## src/rtl/alu_pkg.sv

```systemverilog
// Shared ALU definitions: one-hot control bit positions, widths, requester IDs
// and the packed operation struct carried from a requester into the ALU.
package alu_pkg;
  localparam int DATA_W = 32;
  localparam int CTRL_W = 12;

  localparam int ALU_ADD  = 11;
  localparam int ALU_SUB  = 10;
  localparam int ALU_SLT  = 9;
  localparam int ALU_SLTU = 8;
  localparam int ALU_AND  = 7;
  localparam int ALU_NOR  = 6;
  localparam int ALU_OR   = 5;
  localparam int ALU_XOR  = 4;
  localparam int ALU_SLL  = 3;
  localparam int ALU_SRL  = 2;
  localparam int ALU_SRA  = 1;
  localparam int ALU_LUI  = 0;

  localparam logic REQ0 = 1'b0;
  localparam logic REQ1 = 1'b1;

  typedef struct packed {
    logic [CTRL_W-1:0] control;
    logic [DATA_W-1:0] src1;
    logic [DATA_W-1:0] src2;
  } alu_op_t;
endpackage

```

## src/rtl/alu.sv

```systemverilog
// Combinational one-hot ALU. A non-one-hot control resolves by fixed priority,
// add highest down to lui; control of all zeros yields 0.
module alu
  import alu_pkg::*;
(
  input  logic [CTRL_W-1:0] control,
  input  logic [DATA_W-1:0] src1,
  input  logic [DATA_W-1:0] src2,
  output logic [DATA_W-1:0] result
);
  always_comb begin
    result = '0;
    if      (control[ALU_ADD])  result = src1 + src2;
    else if (control[ALU_SUB])  result = src1 - src2;
    else if (control[ALU_SLT])  result = {{(DATA_W-1){1'b0}}, $signed(src1) < $signed(src2)};
    else if (control[ALU_SLTU]) result = {{(DATA_W-1){1'b0}}, src1 < src2};
    else if (control[ALU_AND])  result = src1 & src2;
    else if (control[ALU_NOR])  result = ~(src1 | src2);
    else if (control[ALU_OR])   result = src1 | src2;
    else if (control[ALU_XOR])  result = src1 ^ src2;
    // Shifts take the amount from src1[4:0] and shift src2.
    else if (control[ALU_SLL])  result = src2 << src1[4:0];
    else if (control[ALU_SRL])  result = src2 >> src1[4:0];
    else if (control[ALU_SRA])  result = $unsigned($signed(src2) >>> src1[4:0]);
    else if (control[ALU_LUI])  result = {src2[15:0], 16'h0000};
  end
endmodule

```

## src/rtl/alu_arbiter.sv

```systemverilog
// Two-requester round-robin front end for a shared ALU with a one-entry result buffer.
// Define ALU_ARB_FIXED_PRI_EN for strict priority (req0 always wins ties).
module alu_arbiter
  import alu_pkg::*;
#(
  parameter int CNT_W = 16
) (
  input  logic              clk,
  input  logic              reset,
  input  logic              req0_valid,
  output logic              req0_ready,
  input  logic [CTRL_W-1:0] req0_control,
  input  logic [DATA_W-1:0] req0_src1,
  input  logic [DATA_W-1:0] req0_src2,
  input  logic              req1_valid,
  output logic              req1_ready,
  input  logic [CTRL_W-1:0] req1_control,
  input  logic [DATA_W-1:0] req1_src1,
  input  logic [DATA_W-1:0] req1_src2,
  output logic              rsp_valid,
  input  logic              rsp_ready,
  output logic              rsp_id,
  output logic [DATA_W-1:0] rsp_result,
  output logic [CNT_W-1:0]  grant_cnt0,
  output logic [CNT_W-1:0]  grant_cnt1
);
  logic        rr;
  logic        grant;
  logic        can_accept;
  logic        accept;
  alu_op_t     op;
  logic [DATA_W-1:0] alu_result;

  assign can_accept = ~rsp_valid | rsp_ready;

  always_comb begin
    grant = REQ0;
    if (req0_valid && req1_valid) grant = rr;
    else if (req1_valid)          grant = REQ1;
  end

  assign req0_ready = can_accept & req0_valid & (grant == REQ0);
  assign req1_ready = can_accept & req1_valid & (grant == REQ1);
  assign accept     = req0_ready | req1_ready;

  // Idle ALU inputs are zeroed so the datapath does not toggle with stale requests.
  always_comb begin
    op = '0;
    if (req0_valid || req1_valid)
      op = (grant == REQ1) ? alu_op_t'{req1_control, req1_src1, req1_src2}
                           : alu_op_t'{req0_control, req0_src1, req0_src2};
  end

  alu u_alu (
    .control (op.control),
    .src1    (op.src1),
    .src2    (op.src2),
    .result  (alu_result)
  );

`ifdef ALU_ARB_FIXED_PRI_EN
  assign rr = REQ0;
`else
  always_ff @(posedge clk) begin
    if (reset)       rr <= REQ0;
    else if (accept) rr <= ~grant;
  end
`endif

  always_ff @(posedge clk) begin
    if (reset) begin
      rsp_valid  <= 1'b0;
      rsp_id     <= REQ0;
      rsp_result <= '0;
    end else if (accept) begin
      rsp_valid  <= 1'b1;
      rsp_id     <= grant;
      rsp_result <= alu_result;
    end else if (rsp_ready) begin
      rsp_valid  <= 1'b0;
    end
  end

  always_ff @(posedge clk) begin
    if (reset) begin
      grant_cnt0 <= '0;
      grant_cnt1 <= '0;
    end else begin
      if (req0_ready && grant_cnt0 != '1) grant_cnt0 <= grant_cnt0 + 1'b1;
      if (req1_ready && grant_cnt1 != '1) grant_cnt1 <= grant_cnt1 + 1'b1;
    end
  end
endmodule

```

## config.mk

```make
export PLATFORM = sky130hd
export DESIGN_NAME = alu_arbiter
export DESIGN_NICKNAME = d
export VERILOG_FILES = /design/src/rtl/alu_pkg.sv /design/src/rtl/alu.sv /design/src/rtl/alu_arbiter.sv
export SDC_FILE = /design/constraint.sdc
export NUM_CORES = 1
export LEC_CHECK = 0
export CORE_MARGIN = 1.5
export CORE_UTILIZATION = 36
export DETAILED_ROUTE_END_ITERATION = 16
export PLACE_DENSITY = 0.66
export SYNTH_ARGS = -nofsm -noshare
export SYNTH_HDL_FRONTEND = slang
export SYNTH_SLANG_ARGS = --single-unit
```

## constraint.sdc

```tcl
create_clock -name clk -period 13.35 [get_ports clk]
set_input_delay 1.335 -clock clk [delete_from_list [all_inputs] [get_ports clk]]
set_output_delay 1.335 -clock clk [all_outputs]
set_load 0.005 [all_outputs]
```

==> flow_summary.ini <==
[floorplan]
pin_count = 225
initial_core_util_pct = 36.67
die_area_um2 = 38640
rows = 70
die_h_um = 196.6
core_um2 = 36790
fp.dieW_um = 196.6

[drt]
dr.pass1.iters = 7
top_layer = met4
wl_met3_um = 6575
drcViolationCount = 0
via_count = 16875
wl_um = 72500
viasPerCell = 6.571
dr.first_iter.drc_count = 2217
met2WireLength_um = 30950
wl_met1_um = 29990
wl_per_cell_um = 28.23
final_antenna_net_count = 0

[sta]
clock_skew_ns = 0.01371
rsz0062_at_grt = no
finalHoldViolCount = 0
setup_violations = 0
max_freq_mhz = 145.0
slew_headroom_pct = 16.57
slew_violations = 0
finalSetupTns_ns = 0
tightest_slew_ns = 1.244
worst_slack_ns = 6.454
fin_crit_sh_pct = 51.65
period_needed_ns = 6.896

[layout]
fillCellCount = 3844
final_util_pct = 44.28
drive_gt1_share_pct = 6.476
n_antenna_cell = 0
nets = 2353
syn_to_final_growth_pct = 20.76

[clock_tree]
numCtsBuffers = 9
cts_tree = done
path_clk_slew_ns = 0.08
cts.hold.buffers_added = 0
insertion_delay_ns = 0.36
cts_resized = 0
clock_sink_count = 67
htree_num_levels = 3
cts.path.max_buffers = 2
clockRootBuffer = clkbuf_16
cts_setup_buffers = 0

[worst_setup_path]
startpoint_type = primary input
required_ns = 13.63
cp-end-kind = register
crit_type = in2reg
ff2ff_path_depth = 16
setup.worst_path.start = req0_valid
crit_fanout = 54
worstReg2RegStart = rr
crit_path_end = rsp_result[30]
r2r_slack_ns = 7.73
crit_arrival_ns = 7.18
r2r-end = rsp_result[22]

[logic_synthesis]
ys_ff_latch = 67
ys.flop_type = dfxtp_1
synth-warning-count = 0
syn-mean-instance-area_um2 = 6.833
synthArstFlopShare_pct = 0
postSynthCellCount = 1974
seq_area_frac_synth_pct = 9.944
syn_area_um2 = 13490
syn-num-nets = 2232
synth_edf_count = 0
synth.distinct_cells = 84

[global_route]
overflow = 0
grt_max_degree = 60
grt_use_total_pct = 36.40
grt_first_pass_wirelength_um = 104800
antenna_found_initial = 1
first_global_vias = 15585

[outcome]
outcome = complete, no violations

[hold_path]
hp-class = reg2reg
hold_path_depth = 2

[placed_design]
place_hpwl_um = 55920
routabilityCongestion = 1.042
portBuffers = 224
dp_slack_ns = 6.080

[pwr]
p_per_area_nw_per_um2 = 90.90
p_leak_nw = 6.461
finalPower_mw = 1.481
ir_drop_uv = 58.85

[run]
maxCapViolCount = 0
## registers in the layout, indices dropped and copies added, names as in the netlist
signal / cells
rsp_id: 1
grant_cnt0: 16
grant_cnt1: 16
rr: 1
rsp_result: 32
rsp_valid: 1
## cell families after synthesis
family | synth area share (%)
fa+ha+maj | 9.481
compound gates | 33.06
flops | 9.944
simple gates | 22.63
xor+xnor | 4.286
mux | 12.70
buf+inv | 7.894
## power by group
part / internal, mW / switching, mW / total (mW)
Combinational: 0.354 / 0.639 / 0.993
Clock: 0.148 / 0.109 / 0.258
Sequential: 0.217 / 0.0127 / 0.230
## Yosys cell counts (12+ instances only)
cell      instances  area share [%]
nor2_1          234             6.5
nand2_1         197             5.5
mux2i_1         143              11
a21oi_1         139             5.2
o21ai_0         119             4.4
ha_1             99             9.2
clkbuf_1         88             2.4
inv_1            83             2.3
nand3_1          74             2.7
dfxtp_1          67             9.9
nor3_1           54             2.0
a211oi_1         42             2.3
o211ai_1         39             2.2
xnor2_1          37             2.4
buf_2            36             1.3
and2_1           32             1.5
xor2_1           29             1.9
a31oi_1          27             1.3
a32o_1           26             1.9
o22ai_1          26             1.2
mux2_2           23             1.9
a221oi_1         21             1.4
buf_1            19            0.53
a21o_1           18             1.0
o221ai_1         18             1.2
nand2b_1         16            0.74
nand4_1          16            0.74
a22oi_1          13            0.72
nor4_1           13            0.60
or3_1            13            0.60
o21bai_1         12            0.67
## per-stage QoR
step                area [µm²]  hold slack [ns]  cells
floorplan                13490           0.4814   1974
global placement         15980           0.4803   2552
detailed placement       15980           0.4885   2552
CTS                      16290           0.5003   2568
global route             16290           0.5149   2568
finish                   16290           0.4996   2568
## layout by cell type (no fill, tap or decap), types with 29 or more instances in the layout
master / Yosys / routed
nor2_1: 234 / 234
clkdlybuf4s50_1: 0 / 222
nand2_1: 197 / 197
mux2i_1: 143 / 143
a21oi_1: 139 / 139
o21ai_0: 119 / 119
ha_1: 99 / 99
inv_1: 83 / 83
nand3_1: 74 / 74
dfxtp_1: 67 / 67
nor3_1: 54 / 54
buf_4: 10 / 43
a211oi_1: 42 / 42
o211ai_1: 39 / 39
xnor2_1: 37 / 37
and2_1: 32 / 31
xor2_1: 29 / 29
## layout make-up
class                           count  area (µm²)  share of cell area [%]
Inverter                           96       362.8                   2.228
Tap cell                          468       585.6                   3.595
Timing Repair Buffer              267        2555                   15.69
Clock inverter                      7       82.58                  0.5070
Multi-Input combinational cell   1654       11140                   68.37
Clock buffer                        9       225.2                   1.383
Sequential cell                    67        1341                   8.235
## worst max-delay path: stages
cell and delay, ns:
clkdlybuf4s50_1 0.47, buf_4 0.37, a21boi_4 0.32, buf_4 0.60
a32oi_4 0.05, buf_4 0.37, inv_2 0.14, ha_1 0.18
inv_1 0.08, fa_1 0.47, nor2b_1 0.19, o31ai_1 0.17
a211oi_1 0.60, a211oi_1 0.33, o31ai_1 0.46, a41oi_1 0.27
o21ai_0 0.28, xor2_1 0.16, nand2_1 0.07, a211oi_1 0.22
## how the worst min path moves through the flow
| stage | end | slack (ns) | start |
|---|---|---|---|
| 6_report | rsp_result[19] | 0.50 | rsp_result[19] |
| 5_1_grt | rsp_result[19] | 0.51 | rsp_result[19] |
| 4_1_cts | rsp_id | 0.50 | rsp_id |
| 3_5_place_dp | rsp_id | 0.49 | rsp_id |
| 3_3_place_gp | grant_cnt1[9] | 0.48 | grant_cnt1[9] |
| 2_1_floorplan | grant_cnt0[1] | 0.48 | grant_cnt0[1] |
## metal layers
metal / track usage, % / vias to the layer above
met5: 0 / -
met4: 22.08 / 0
li1: - / 7536
met3: 5.784 / 220
met2: 56.23 / 1141
met1: 47.55 / 7978
Power figures use the tool's default switching activity.
